### src/rtl/pre_if_pc_gen_pkg.sv
// rtl/pre_if_pc_gen_pkg.sv - CPU/cache constants and pre-IF redirect FSM types
//
// CPU_Defines        : boot PC, kseg0/kseg1/kseg2 bases, physical mask
// Cache_Defines      : ICache index / offset widths
// pre_if_pc_gen_pkg  : redirect FSM state encoding, sequential PC helper

package CPU_Defines;
  localparam logic [31:0] RESET_PC   = 32'hBFC0_0000;
  localparam logic [31:0] KSEG0_BASE = 32'h8000_0000;
  localparam logic [31:0] KSEG1_BASE = 32'hA000_0000;
  localparam logic [31:0] KSEG2_BASE = 32'hC000_0000;
  localparam logic [31:0] PHYS_MASK  = 32'h1FFF_FFFF;
endpackage

package Cache_Defines;
  localparam int INDEX_WIDTH  = 8;
  localparam int OFFSET_WIDTH = 4;
endpackage

package pre_if_pc_gen_pkg;
  typedef enum logic [1:0] {
    RUN      = 2'd0,
    HOLD_BR  = 2'd1,
    HOLD_EXC = 2'd2
  } redirect_state_e;

  // Sequential fetch; 32-bit add wraps 0xFFFF_FFFC to 0 on its own.
  function automatic logic [31:0] next_seq_pc(input logic [31:0] pc);
    return pc + 32'd4;
  endfunction
endpackage

### src/rtl/pre_if_pc_gen_addr_map.sv
// rtl/pre_if_pc_gen_addr_map.sv - fixed-segment virtual-to-physical translation
//
// Ports:
//   vaddr_i   in  32  virtual fetch address
//   paddr_o   out 32  physical address
//   iscache_o out 1   1 = cacheable access

module pre_if_addr_map
  import CPU_Defines::*;
(
  input  logic [31:0] vaddr_i,
  output logic [31:0] paddr_o,
  output logic        iscache_o
);

  logic in_kseg0;
  logic in_kseg1;

  assign in_kseg0 = (vaddr_i >= KSEG0_BASE) && (vaddr_i < KSEG1_BASE);
  assign in_kseg1 = (vaddr_i >= KSEG1_BASE) && (vaddr_i < KSEG2_BASE);

  // kseg0/kseg1 are unmapped windows onto the low 512 MB; everything else
  // passes straight through and is treated as cacheable.
  assign paddr_o   = (in_kseg0 || in_kseg1) ? (vaddr_i & PHYS_MASK) : vaddr_i;
  assign iscache_o = ~in_kseg1;

endmodule

### src/rtl/pre_if_pc_gen.sv
// rtl/pre_if_pc_gen.sv - pre-IF stage PC generator with stalled-redirect capture
//
// Ports:
//   clk, resetn              clock, synchronous active-low reset
//   icache_busy_i, id_stall_i stall sources
//   exc_valid_i, exc_pc_i    exception / ERET redirect
//   br_valid_i, br_target_i  taken branch / jump redirect
//   req_valid_o              fetch request valid
//   req_tag_o/index_o/offset_o physical address slices for the ICache
//   req_iscache_o            cacheable fetch
//   req_stall_o              stall forwarded to the ICache
//   pc_o                     virtual PC of the request
//   pc_adel_o                misaligned fetch address

module pre_if_pc_gen
  import CPU_Defines::*;
  import Cache_Defines::*;
  import pre_if_pc_gen_pkg::*;
#(
  parameter logic [31:0] RESET_PC     = CPU_Defines::RESET_PC,
  parameter int          INDEX_WIDTH  = Cache_Defines::INDEX_WIDTH,
  parameter int          OFFSET_WIDTH = Cache_Defines::OFFSET_WIDTH
) (
  input  logic                                 clk,
  input  logic                                 resetn,
  input  logic                                 icache_busy_i,
  input  logic                                 id_stall_i,
  input  logic                                 exc_valid_i,
  input  logic [31:0]                          exc_pc_i,
  input  logic                                 br_valid_i,
  input  logic [31:0]                          br_target_i,
  output logic                                 req_valid_o,
  output logic [31-INDEX_WIDTH-OFFSET_WIDTH:0] req_tag_o,
  output logic [INDEX_WIDTH-1:0]               req_index_o,
  output logic [OFFSET_WIDTH-1:0]              req_offset_o,
  output logic                                 req_iscache_o,
  output logic                                 req_stall_o,
  output logic [31:0]                          pc_o,
  output logic                                 pc_adel_o
);

  localparam int TAG_WIDTH = 32 - INDEX_WIDTH - OFFSET_WIDTH;

  logic            stall;
  logic [31:0]     pc_q, pc_d;
  logic [31:0]     pend_q, pend_d;
  redirect_state_e state_q, state_d;
  logic            valid_q;
  logic [31:0]     paddr;

  assign stall       = icache_busy_i | id_stall_i;
  assign req_stall_o = stall;

  // A redirect that arrives while stalled is parked in pend_q. An exception
  // always wins over a branch; once an exception is parked, later branches
  // belong to squashed instructions and are dropped.
  always_comb begin
    pc_d    = pc_q;
    pend_d  = pend_q;
    state_d = state_q;
    unique case (state_q)
      RUN: begin
        if (stall) begin
          if (exc_valid_i) begin
            pend_d  = exc_pc_i;
            state_d = HOLD_EXC;
          end else if (br_valid_i) begin
            pend_d  = br_target_i;
            state_d = HOLD_BR;
          end
        end else if (exc_valid_i) begin
          pc_d = exc_pc_i;
        end else if (br_valid_i) begin
          pc_d = br_target_i;
        end else begin
          pc_d = next_seq_pc(pc_q);
        end
      end
      HOLD_BR: begin
        if (stall) begin
          if (exc_valid_i) begin
            pend_d  = exc_pc_i;
            state_d = HOLD_EXC;
          end else if (br_valid_i) begin
            pend_d = br_target_i;
          end
        end else begin
          pc_d    = exc_valid_i ? exc_pc_i : pend_q;
          state_d = RUN;
        end
      end
      HOLD_EXC: begin
        if (stall) begin
          if (exc_valid_i) begin
            pend_d = exc_pc_i;
          end
        end else begin
          pc_d    = exc_valid_i ? exc_pc_i : pend_q;
          state_d = RUN;
        end
      end
      default: begin
        state_d = RUN;
      end
    endcase
  end

  always_ff @(posedge clk) begin
    if (!resetn) begin
      pc_q    <= RESET_PC;
      pend_q  <= 32'd0;
      state_q <= RUN;
      valid_q <= 1'b0;
    end else begin
      pc_q    <= pc_d;
      pend_q  <= pend_d;
      state_q <= state_d;
      valid_q <= 1'b1;
    end
  end

  pre_if_addr_map u_addr_map (
    .vaddr_i   (pc_q),
    .paddr_o   (paddr),
    .iscache_o (req_iscache_o)
  );

  // Request fields come straight off the PC register: no added latency.
  assign pc_o         = pc_q;
  assign pc_adel_o    = |pc_q[1:0];
  assign req_valid_o  = valid_q & ~pc_adel_o;
  assign req_tag_o    = paddr[31 -: TAG_WIDTH];
  assign req_index_o  = paddr[OFFSET_WIDTH +: INDEX_WIDTH];
  assign req_offset_o = paddr[OFFSET_WIDTH-1:0];

endmodule
### config.mk
export PLATFORM = sky130hd
export DESIGN_NAME = pre_if_pc_gen
export DESIGN_NICKNAME = d
export VERILOG_FILES = /design/src/rtl/pre_if_pc_gen_pkg.sv /design/src/rtl/pre_if_pc_gen_addr_map.sv /design/src/rtl/pre_if_pc_gen.sv
export SDC_FILE = /design/constraint.sdc
export NUM_CORES = 1
export LEC_CHECK = 0
export BUFFER_PORTS_ARGS = -buffer_cell sky130_fd_sc_hd__buf_2
export CAP_MARGIN = 0
export CORE_MARGIN = 3
export CORE_UTILIZATION = 57
export CTS_CLUSTER_DIAMETER = 50
export CTS_CLUSTER_SIZE = 25
export DETAILED_ROUTE_END_ITERATION = 8
export PLACE_DENSITY_LB_ADDON = 0.1
export SLEW_MARGIN = 30
export SYNTH_ARGS = -nofsm -noshare
export SYNTH_HDL_FRONTEND = slang
export SYNTH_SLANG_ARGS = --single-unit
### constraint.sdc
create_clock -name clk -period 2.9 [get_ports clk]
set_input_delay 0.58 -clock clk [delete_from_list [all_inputs] [get_ports clk]]
set_output_delay 0.58 -clock clk [all_outputs]
set_load 0.005 [all_outputs]
== Word-level counts from Yosys, hierarchy flattened ==
Index checks and enable logic that the tools add are counted.
Cells by class
  div/mod/pow operators: 0
  reductions and logical operators: 12
  add/subtract/negate cells: 1
  multiply operators: 0
  order comparisons: 4
  eq/ne operators: 11
  shifts and indexed selects: 0
  muxes and demuxes: 20
  bitwise operators: 4
Operators by type and width (count)
  two-way mux 32 bit: 10
  case mux 32 bit (2 select lines): 2
  greater-or-equal comparator 32 bit, second input constant: 2
  < comparator 32 bit, second input constant: 2
  adder 32 x 3 -> 32 bit, second input constant: 1
  two-way mux 2 bit: 6
  inequality test 2 bit, second input constant: 5
  AND reduction 4 bit: 2
  inequality test 3 bit, second input constant: 2
  case mux 2 bit (3 select lines): 1
  OR reduction 2 bit: 3
  nonzero test 2 bit: 2
  inequality test 3 x 1 -> 1 bit, second input constant: 1
  AND reduction 3 bit: 1
  == test 2 x 1 -> 1 bit, second input constant: 1
  == test 2 bit, second input constant: 1
  logical AND 1 bit: 2
  zero test 2 bit: 1
  inequality test 2 x 1 -> 1 bit, second input constant: 1
  NOT 1 bit: 2
  AND 1 bit: 1
  logical OR 1 bit: 1
  two-way mux 1 bit: 1
  bitwise OR 1 bit: 1
Storage, ports and cells
  bits in latches: 0
  word-level logic and storage cells: 56
  memories: 0
  RAM bits: 0
  output and inout port bits: 68
  bits of input ports: 70
  bits in read-only memories: 0
  flip-flop bits (word level): 67

== Longest topological paths before layout ==
Gate-level depths: netlist of the first run.
  depth after elaboration: 5
  gate-level depth with buffers: 8
  depth with buffers taken out: 7

== By module ==
A second synthesis of the first run with hierarchy kept.
Second synthesis, totals
  cell total of the unflattened synthesis: 602
  area, all modules: 4792.1 um2
Modules (own cells, without submodules)
  pre_if_pc_gen: cells each 568, seq. area each 1341.3 um2, times used 1, area each 4543.1 um2
  pre_if_addr_map: cells each 34, seq. area each 0.0 um2, times used 1, area each 249.0 um2

== Worst setup path after synthesis of the first run ==
OpenSTA, ideal clock, no wires.
  kind: flip-flop to flip-flop
  start point: reg pc_q[2] (netlist: pc_o[2])
  end point: reg pc_q[30] (netlist: pc_o[30])
  library setup time: 0.095 ns
  buffers on the path: 0
  slack: 1.064 ns
  data required time: 2.805 ns
  period minus slack after synthesis: 1.836 ns
  arrival time: 1.741 ns
  cell stages (with the launch flop): 7
  path through: dfxtp_1 -> ha_1 -> nand3_4 -> nor4b_2 -> nand4_1 -> xnor2_1 -> a221oi_1
On the way
  cells in the longest elaborated chain, start to end: 5
RTL lines
  start: declaration: RTL line pre_if_pc_gen.sv:45  | logic [31:0] pc_q, pc_d;
  start signal: assignment: RTL line pre_if_pc_gen.sv:115  | pc_q <= pc_d;
  adder 32 x 3 -> 32 bit: RTL line pre_if_pc_gen_pkg.sv:29  | return pc + 32'd4;
  two-way mux 32 bit: RTL line pre_if_pc_gen.sv:73  | end else if (br_valid_i) begin
  two-way mux 32 bit: RTL line pre_if_pc_gen.sv:71  | end else if (exc_valid_i) begin
  two-way mux 32 bit: RTL line pre_if_pc_gen.sv:63  | if (stall) begin
  case mux 32 bit (2 select lines): RTL line pre_if_pc_gen.sv:61  | unique case (state_q)
No other way between the ends. The select of a mux whose other input is x is not followed.
A chain may end at the register's enable or synchronous reset.

== Final worst setup path of the first run ==
  start point: reg state_q[0]
  end point: reg pc_q[10] (netlist: pc_o[10])
On the way
  cells in the longest elaborated chain, start to end: 4
  elaborated cells between the ends (all ways): 9
  those cells by class: eq/ne (4); mux (1); reduce/logical (4)
RTL lines
  start: declaration: RTL line pre_if_pc_gen.sv:47  | redirect_state_e state_q, state_d;
  start signal: assignment: RTL line pre_if_pc_gen.sv:117  | state_q <= state_d;
  == test 2 bit / == test 2 x 1 -> 1 bit (equally long branches): RTL line pre_if_pc_gen.sv:61
  OR reduction 2 bit (no line)
  inequality test 2 bit (no line) / nonzero test 2 bit (equally long branches)
  AND reduction 3 bit (no line)
Several ways; a longest one is shown, not always the timed one.

==> flow_summary.ini, run 1 <==
[timing]
rsz0062_at_grt = no
fmax_ghz = 0.389
finalMaxSlewViolations = 0
hold_violations = 0
final.period_utilization_pct = 88.7
worst_clock_skew_ns = 0.0106
relSlewSlack_pct = 52.9
finalWorstPathRequiredPeriod_ns = 2.57
setup_tns_ns = 0
tightest_slew_ns = 0.705
setup_viol_count_final = 0

[setup_path]
timing.rr.end = pc_o[10]$_SDFFE_PN0P_
slowest_delay_ns = 0.66
crit_family = adder cells
critical_path_arrival_ns = 2.81
crit_type = register to register
slowest_stage = ha_1
r2r_cells = 7
crit_path_start_kind = register
path_max_fanout = 18
cp_data_required_time_ns = 3.14
end_kind = register
crit_buf_inv = 2
path_cells = inv_1 -> ha_1 -> buf_4 -> nor2_1 -> nand2_1 -> o21ai_0 -> a32o_1
rrSetupSlack_ns = 0.33
reg2reg_from = state_q[0]$_SDFFE_PN0P_

[power]
intPower_uw = 1860
p_seq_share_pct = 41.4
p_per_area_mw_per_mm2 = 566
p_switching_uw = 1140
power_frac_comb_pct = 35.5
clkPwrFrac_pct = 23.0
ir_drop_mv = 0.289
power_leakage_uw = 0.00233
swShare_pct = 38.1

[clocking]
clk_latency_ns = 0.35
numClockSinks = 67
cts.clk_slew.worst_paths_ns = 0.07
cts_buffers = 9
ctsHoldBuffers = 0
h-tree-depth = 3
cts_root_buf = clkbuf_8
cts_tree = yes
cts_resized = 0
post_cts_buffers = 0
ctsLongestPathBuffers = 2

[layout]
fin_util_pct = 68.2
n_antenna_cell = 0
finalNonFillerCells = 777
nNetsFinal = 748
area_delta_synth_final_pct = 15.7
drive_gt1_share_pct = 32.4

[floorplan]
row_count = 32
pin_count = 138
dieArea_sq_mm = 0.00915
initial_utilization_pct = 59.0
core_sq_mm = 0.00777
die_height_microns = 95.6
die_w_microns = 95.6

[placement]
port_buffers = 137
dp.cells = 762
dp_hpwl_microns = 10600
gp_congestion = 0.978

[yosys]
syn_area_per_cell_sq_um = 7.97
synth_nets = 652
ys_ff_latch = 67
synthFlopType = dfxtp_1
synth_area_sq_mm = 0.00458
synth-edff-count = 0
ys_async_sr_fraction_pct = 0
ys_warn_count = 0
yosys.cell_types.count = 69
yosysSeqAreaShare_pct = 29.3
netlist_instances = 575

[global_route]
grt_pass1_vias = 4575
antenna_found_initial = 0
grt_max_degree = 32
grt.overflow.total = 0
grt_pass1_wl_microns = 23400
grt_util_all_layers_pct = 32.6

[detailed_routing]
ant_nets = 0
wire_per_inst_microns = 19.4
drtIter0Drc = 438
post_drt_via_cell_ratio = 6.54
routed_wl_microns = 15100
drc_errors = 0
vias = 5081
dr.pass1.iters = 7

[hold_path]
hold_start = pend_q[26]$_SDFFE_PN0P_
min_to = pc_o[26]$_SDFFE_PN1P_
min_path_type = register to register
hold_depth = 2

[outcome]
outcome = completed

[run]
cap_viol_max_count = 0
==> sequential cells by signal (all words and copies together) (netlist names) <==
name	cells
state_q	2
pc_o	32
pend_q	32
valid_q	1
==> cell families (layout without fill, tap and decap cells) <==
group | after synthesis | in the layout | synth area share (%)
compound gates | 202 | 202 | 34.1
simple gates | 195 | 195 | 21.5
buf+inv | 90 | 190 | 10.3
flops | 67 | 67 | 29.3
mux | 9 | 9 | 1.97
fa+ha+maj | 7 | 7 | 1.91
xor+xnor | 5 | 5 | 0.956
==> routing by layer <==
layer,vias up,global-route usage [%],share of wire [%]
met5,-,0,0
met1,2398,45.7,42
met2,313,53.0,47
met3,19,4.03,9.7
met4,0,8.29,1.1
li1,2351,-,-
==> worst max path at each step <==
stage                                 start                    end  slack (ns)  depth (start not counted)
floorplan              pc_o[2]$_SDFFE_PN0P_  pc_o[30]$_SDFFE_PN0P_        1.06                          6
global placement    state_q[0]$_SDFFE_PN0P_  pc_o[10]$_SDFFE_PN0P_        0.52                          7
detailed placement  state_q[0]$_SDFFE_PN0P_  pc_o[10]$_SDFFE_PN0P_        0.41                          7
CTS                 state_q[0]$_SDFFE_PN0P_  pc_o[10]$_SDFFE_PN0P_        0.38                          7
global route        state_q[0]$_SDFFE_PN0P_  pc_o[10]$_SDFFE_PN0P_        0.17                          7
finish              state_q[0]$_SDFFE_PN0P_  pc_o[10]$_SDFFE_PN0P_        0.33                          7
==> synthesized netlist by cell type (3+ instances only) <==
cell type / instances / share of area (%)
nor2_1: 70 / 5.7
dfxtp_1: 67 / 29
nand2_1: 45 / 3.7
o221a_2: 32 / 7.9
buf_4: 29 / 4.8
o21ai_0: 29 / 3.2
a21oi_1: 28 / 3.1
buf_2: 20 / 2.2
clkbuf_1: 19 / 1.6
a221oi_1: 18 / 3.4
o22ai_1: 16 / 2.2
a2bb2oi_1: 15 / 2.9
inv_1: 14 / 1.1
nand3_1: 13 / 1.4
nand2b_1: 12 / 1.6
o211ai_1: 10 / 1.6
mux2i_1: 9 / 2.0
nand4_1: 9 / 1.2
and3_1: 7 / 0.96
ha_1: 7 / 1.9
nor3_1: 7 / 0.76
a31oi_1: 6 / 0.82
and4_1: 6 / 1.1
nor4_1: 5 / 0.68
a221o_1: 4 / 0.87
buf_1: 4 / 0.33
nor2b_1: 4 / 0.55
xor2_1: 4 / 0.76
a211oi_1: 3 / 0.49
a21boi_0: 3 / 0.49
a22oi_1: 3 / 0.49
and2_1: 3 / 0.41
o21ai_1: 3 / 0.33
o22a_1: 3 / 0.57
o31a_1: 3 / 0.57
o32a_1: 3 / 0.66
==> power groups by stage <==
| stage | logic (uW) | clock network, uW | registers [uW] |
|---|---|---|---|
| 6_report | 1070 | 691 | 1240 |
| 5_1_grt | 1160 | 723 | 1260 |
| 3_5_place_dp | 1050 | 0 | 1250 |
| 3_3_place_gp | 1020 | 0 | 1240 |
| 4_1_cts | 1050 | 689 | 1230 |
| 2_1_floorplan | 730 | 0 | 1220 |
==> stage by stage <==
step	cell area, sq um	power, uW	setup WS (ns)	hold WS (ns)
finish	5300	3000	0.328	0.514
global route	5300	3150	0.169	0.526
CTS	5300	2980	0.380	0.508
detailed placement	5140	2310	0.407	0.492
global placement	5140	2270	0.524	0.481
floorplan	4580	1950	1.06	0.472
==> layout make-up <==
| class | count | area, sq um |
|---|---|---|
| fill | 675 | 2470 |
| clock buffer | 12 | 145 |
| inverter | 18 | 67.6 |
| multi-input combinational | 418 | 2770 |
| sequential | 67 | 1340 |
| clock inverter | 3 | 15.0 |
| tap | 102 | 128 |
| timing repair buffer | 157 | 836 |
==> cell usage in the layout, fill, tap and decap left out, drive strengths merged, types with 4 or more instances in the layout <==
cell / count
clkbuf: 12
o21ai: 32
and3: 7
o211ai: 10
nor2: 71
xor2: 4
a2bb2oi: 15
buf: 157
and4: 6
a221oi: 18
nand2: 46
o22ai: 16
inv: 16
a221o: 4
nand2b: 12
nand4: 11
nor4: 6
o221a: 32
ha: 7
nor3: 9
clkinv: 5
a31oi: 6
dfxtp: 67
a21oi: 29
mux2i: 9
nand3: 15
nor2b: 4
==> worst reg2reg max path, delay by kind of cell, from the launching register on <==
family	cells	cell delay (ns)
buf+inv	2	0.46
simple gates	2	0.48
flops	1	0.44
fa+ha+maj	1	0.66
compound gates	2	0.44
Power figures use the tool's default switching activity.
==> run 2, diff against run 1 <==
--- a/config.mk
+++ b/config.mk
@@ -7,8 +7,9 @@
 export LEC_CHECK = 0
 export BUFFER_PORTS_ARGS = -buffer_cell sky130_fd_sc_hd__buf_2
 export CAP_MARGIN = 0
-export CORE_MARGIN = 3
-export CORE_UTILIZATION = 57
+export CELL_PAD_IN_SITES_DETAIL_PLACEMENT = 2
+export CELL_PAD_IN_SITES_GLOBAL_PLACEMENT = 2
+export CORE_UTILIZATION = 32
 export CTS_CLUSTER_DIAMETER = 50
 export CTS_CLUSTER_SIZE = 25
 export DETAILED_ROUTE_END_ITERATION = 8
==> flow_summary.ini, run 2 (synthesis gave the netlist of run 1 again) <==
[detailed_routing]
dr.pass1.iters = 4
drtIter0Drc = 246
wire_per_inst_microns = 22.2
vias = 5075
drc_errors = 0
post_drt_via_cell_ratio = 5.90
routed_wl_microns = 19100
ant_nets = 0

[setup_path]
worst-path-stages = 7
r2r_cells = 7
rrSetupSlack_ns = 0.28
endpoint = pc_o[17]$_SDFFE_PN0P_
path_max_fanout = 15
critical_path_arrival_ns = 2.89
timing.rr.end = pc_o[17]$_SDFFE_PN0P_
crit_family = simple AND/OR/NAND/NOR gates
end_kind = register
path_cells = inv_1 -> ha_1 -> nor2_1 -> nand2_1 -> nor4_1 -> a21oi_1 -> a21boi_0
slowest_stage = ha_1
crit_buf_inv = 1
reg2reg_from = state_q[0]$_SDFFE_PN0P_
cp_data_required_time_ns = 3.17
startpoint = state_q[0]$_SDFFE_PN0P_
crit_path_start_kind = register
crit_type = register to register
slowest_delay_ns = 0.53

[global_route]
grt_util_all_layers_pct = 26.7
antenna_found_initial = 0
grt_max_degree = 34
grt.overflow.total = 0
grt_pass1_vias = 5212
grt_pass1_wl_microns = 29700

[clocking]
cts_tree = yes
cts_root_buf = clkbuf_16
ctsHoldBuffers = 0
cts_buffers = 9
h-tree-depth = 3
cts_resized = 0
clk_latency_ns = 0.35
ctsLongestPathBuffers = 2
numClockSinks = 67
post_cts_buffers = 0
cts.clk_slew.worst_paths_ns = 0.06

[placement]
pre_cts_ws_ns = 0.298
dpl-instance-area_sq_mm = 0.00527
gp_congestion = 0.853
port_buffers = 137
dp_hpwl_microns = 14000

[floorplan]
die_height_microns = 122
pin_count = 138
row_count = 43
dieArea_sq_mm = 0.0148
die_w_microns = 122
initial_utilization_pct = 32.9
core_sq_mm = 0.0139

[layout]
fin_util_pct = 39.9
area_delta_synth_final_pct = 21.3
postLayoutCellArea_sq_mm = 0.00556
mostFrequentLayoutCell = buf_2
n_antenna_cell = 0
nNetsFinal = 752
mostFrequentLayoutCells = 137 x buf_2, 70 x nor2_1, 67 x dfxtp_1, 45 x nand2_1, 32 x o221a_2
fillers = 1648
drive_gt1_share_pct = 32.6

[timing]
rsz0062_at_grt = no
fmax_ghz = 0.381
setup_viol_count_final = 0
worst_clock_skew_ns = 0.00669
setup_tns_ns = 0
hold_violations = 0
tightest_slew_ns = 0.631
finalWorstPathRequiredPeriod_ns = 2.62
final.period_utilization_pct = 90.4
worst_slack_ns = 0.279
finalMaxSlewViolations = 0
relSlewSlack_pct = 57.6

[power]
p_per_area_mw_per_mm2 = 630
ir_drop_mv = 0.385
power_leakage_uw = 0.00241
finalPower_uw = 3500

[hold_path]
min_path_type = register to register
hold_depth = 1

[outcome]
outcome = completed

[run]
cap_viol_max_count = 0
run 2: worst reg2reg max path, delay by kind of cell (launching register included):
kind | cells | cell delay (ns)
AOI/OAI and AO/OA | 2 | 0.26
adders and majority gates | 1 | 0.53
DFF | 1 | 0.41
and+or+nand+nor | 3 | 1.26
buffers and inverters | 1 | 0.09
run 2: worst min-delay path by stage:
stage | slack [ns] | start | to
2_1_floorplan | 0.47 | pend_q[18]$_SDFFE_PN0P_ | pend_q[18]$_SDFFE_PN0P_
3_3_place_gp | 0.48 | pend_q[18]$_SDFFE_PN0P_ | pend_q[18]$_SDFFE_PN0P_
3_5_place_dp | 0.49 | pend_q[18]$_SDFFE_PN0P_ | pend_q[18]$_SDFFE_PN0P_
4_1_cts | 0.51 | pend_q[18]$_SDFFE_PN0P_ | pend_q[18]$_SDFFE_PN0P_
5_1_grt | 0.53 | exc_pc_i[5] | pc_o[5]$_SDFFE_PN0P_
6_report | 0.51 | pend_q[18]$_SDFFE_PN0P_ | pend_q[18]$_SDFFE_PN0P_
run 2: cell type report:
cell class              count  area, sq um  area share [%]
well taps                 180          225            4.05
repair buffers            161          866            15.6
clock buffers              14          254            4.57
multi-input cells         418         2770            49.8
inverters                  18         67.6            1.22
clock inverters             2         35.0           0.630
flip-flops and latches     67         1340            24.1
run 2: stage by stage:
| step | hold slack [ns] | instances |
|---|---|---|
| 2_1_floorplan | 0.472 | 575 |
| 3_3_place_gp | 0.484 | 844 |
| 3_5_place_dp | 0.494 | 844 |
| 4_1_cts | 0.508 | 860 |
| 5_1_grt | 0.527 | 860 |
| 6_report | 0.508 | 860 |
run 2: routing by layer:
metal	track usage (%)	share of wire, %
met3	4.49	4.8
met5	0	0
met4	9.03	1.8
met2	45.9	49
met1	33.6	44
run 2: report_power, final:
group	switching, uW	internal, uW	total [uW]
registers	188	1060	1250
clock network	433	690	1120
logic	647	478	1130
total	1270	2230	3500
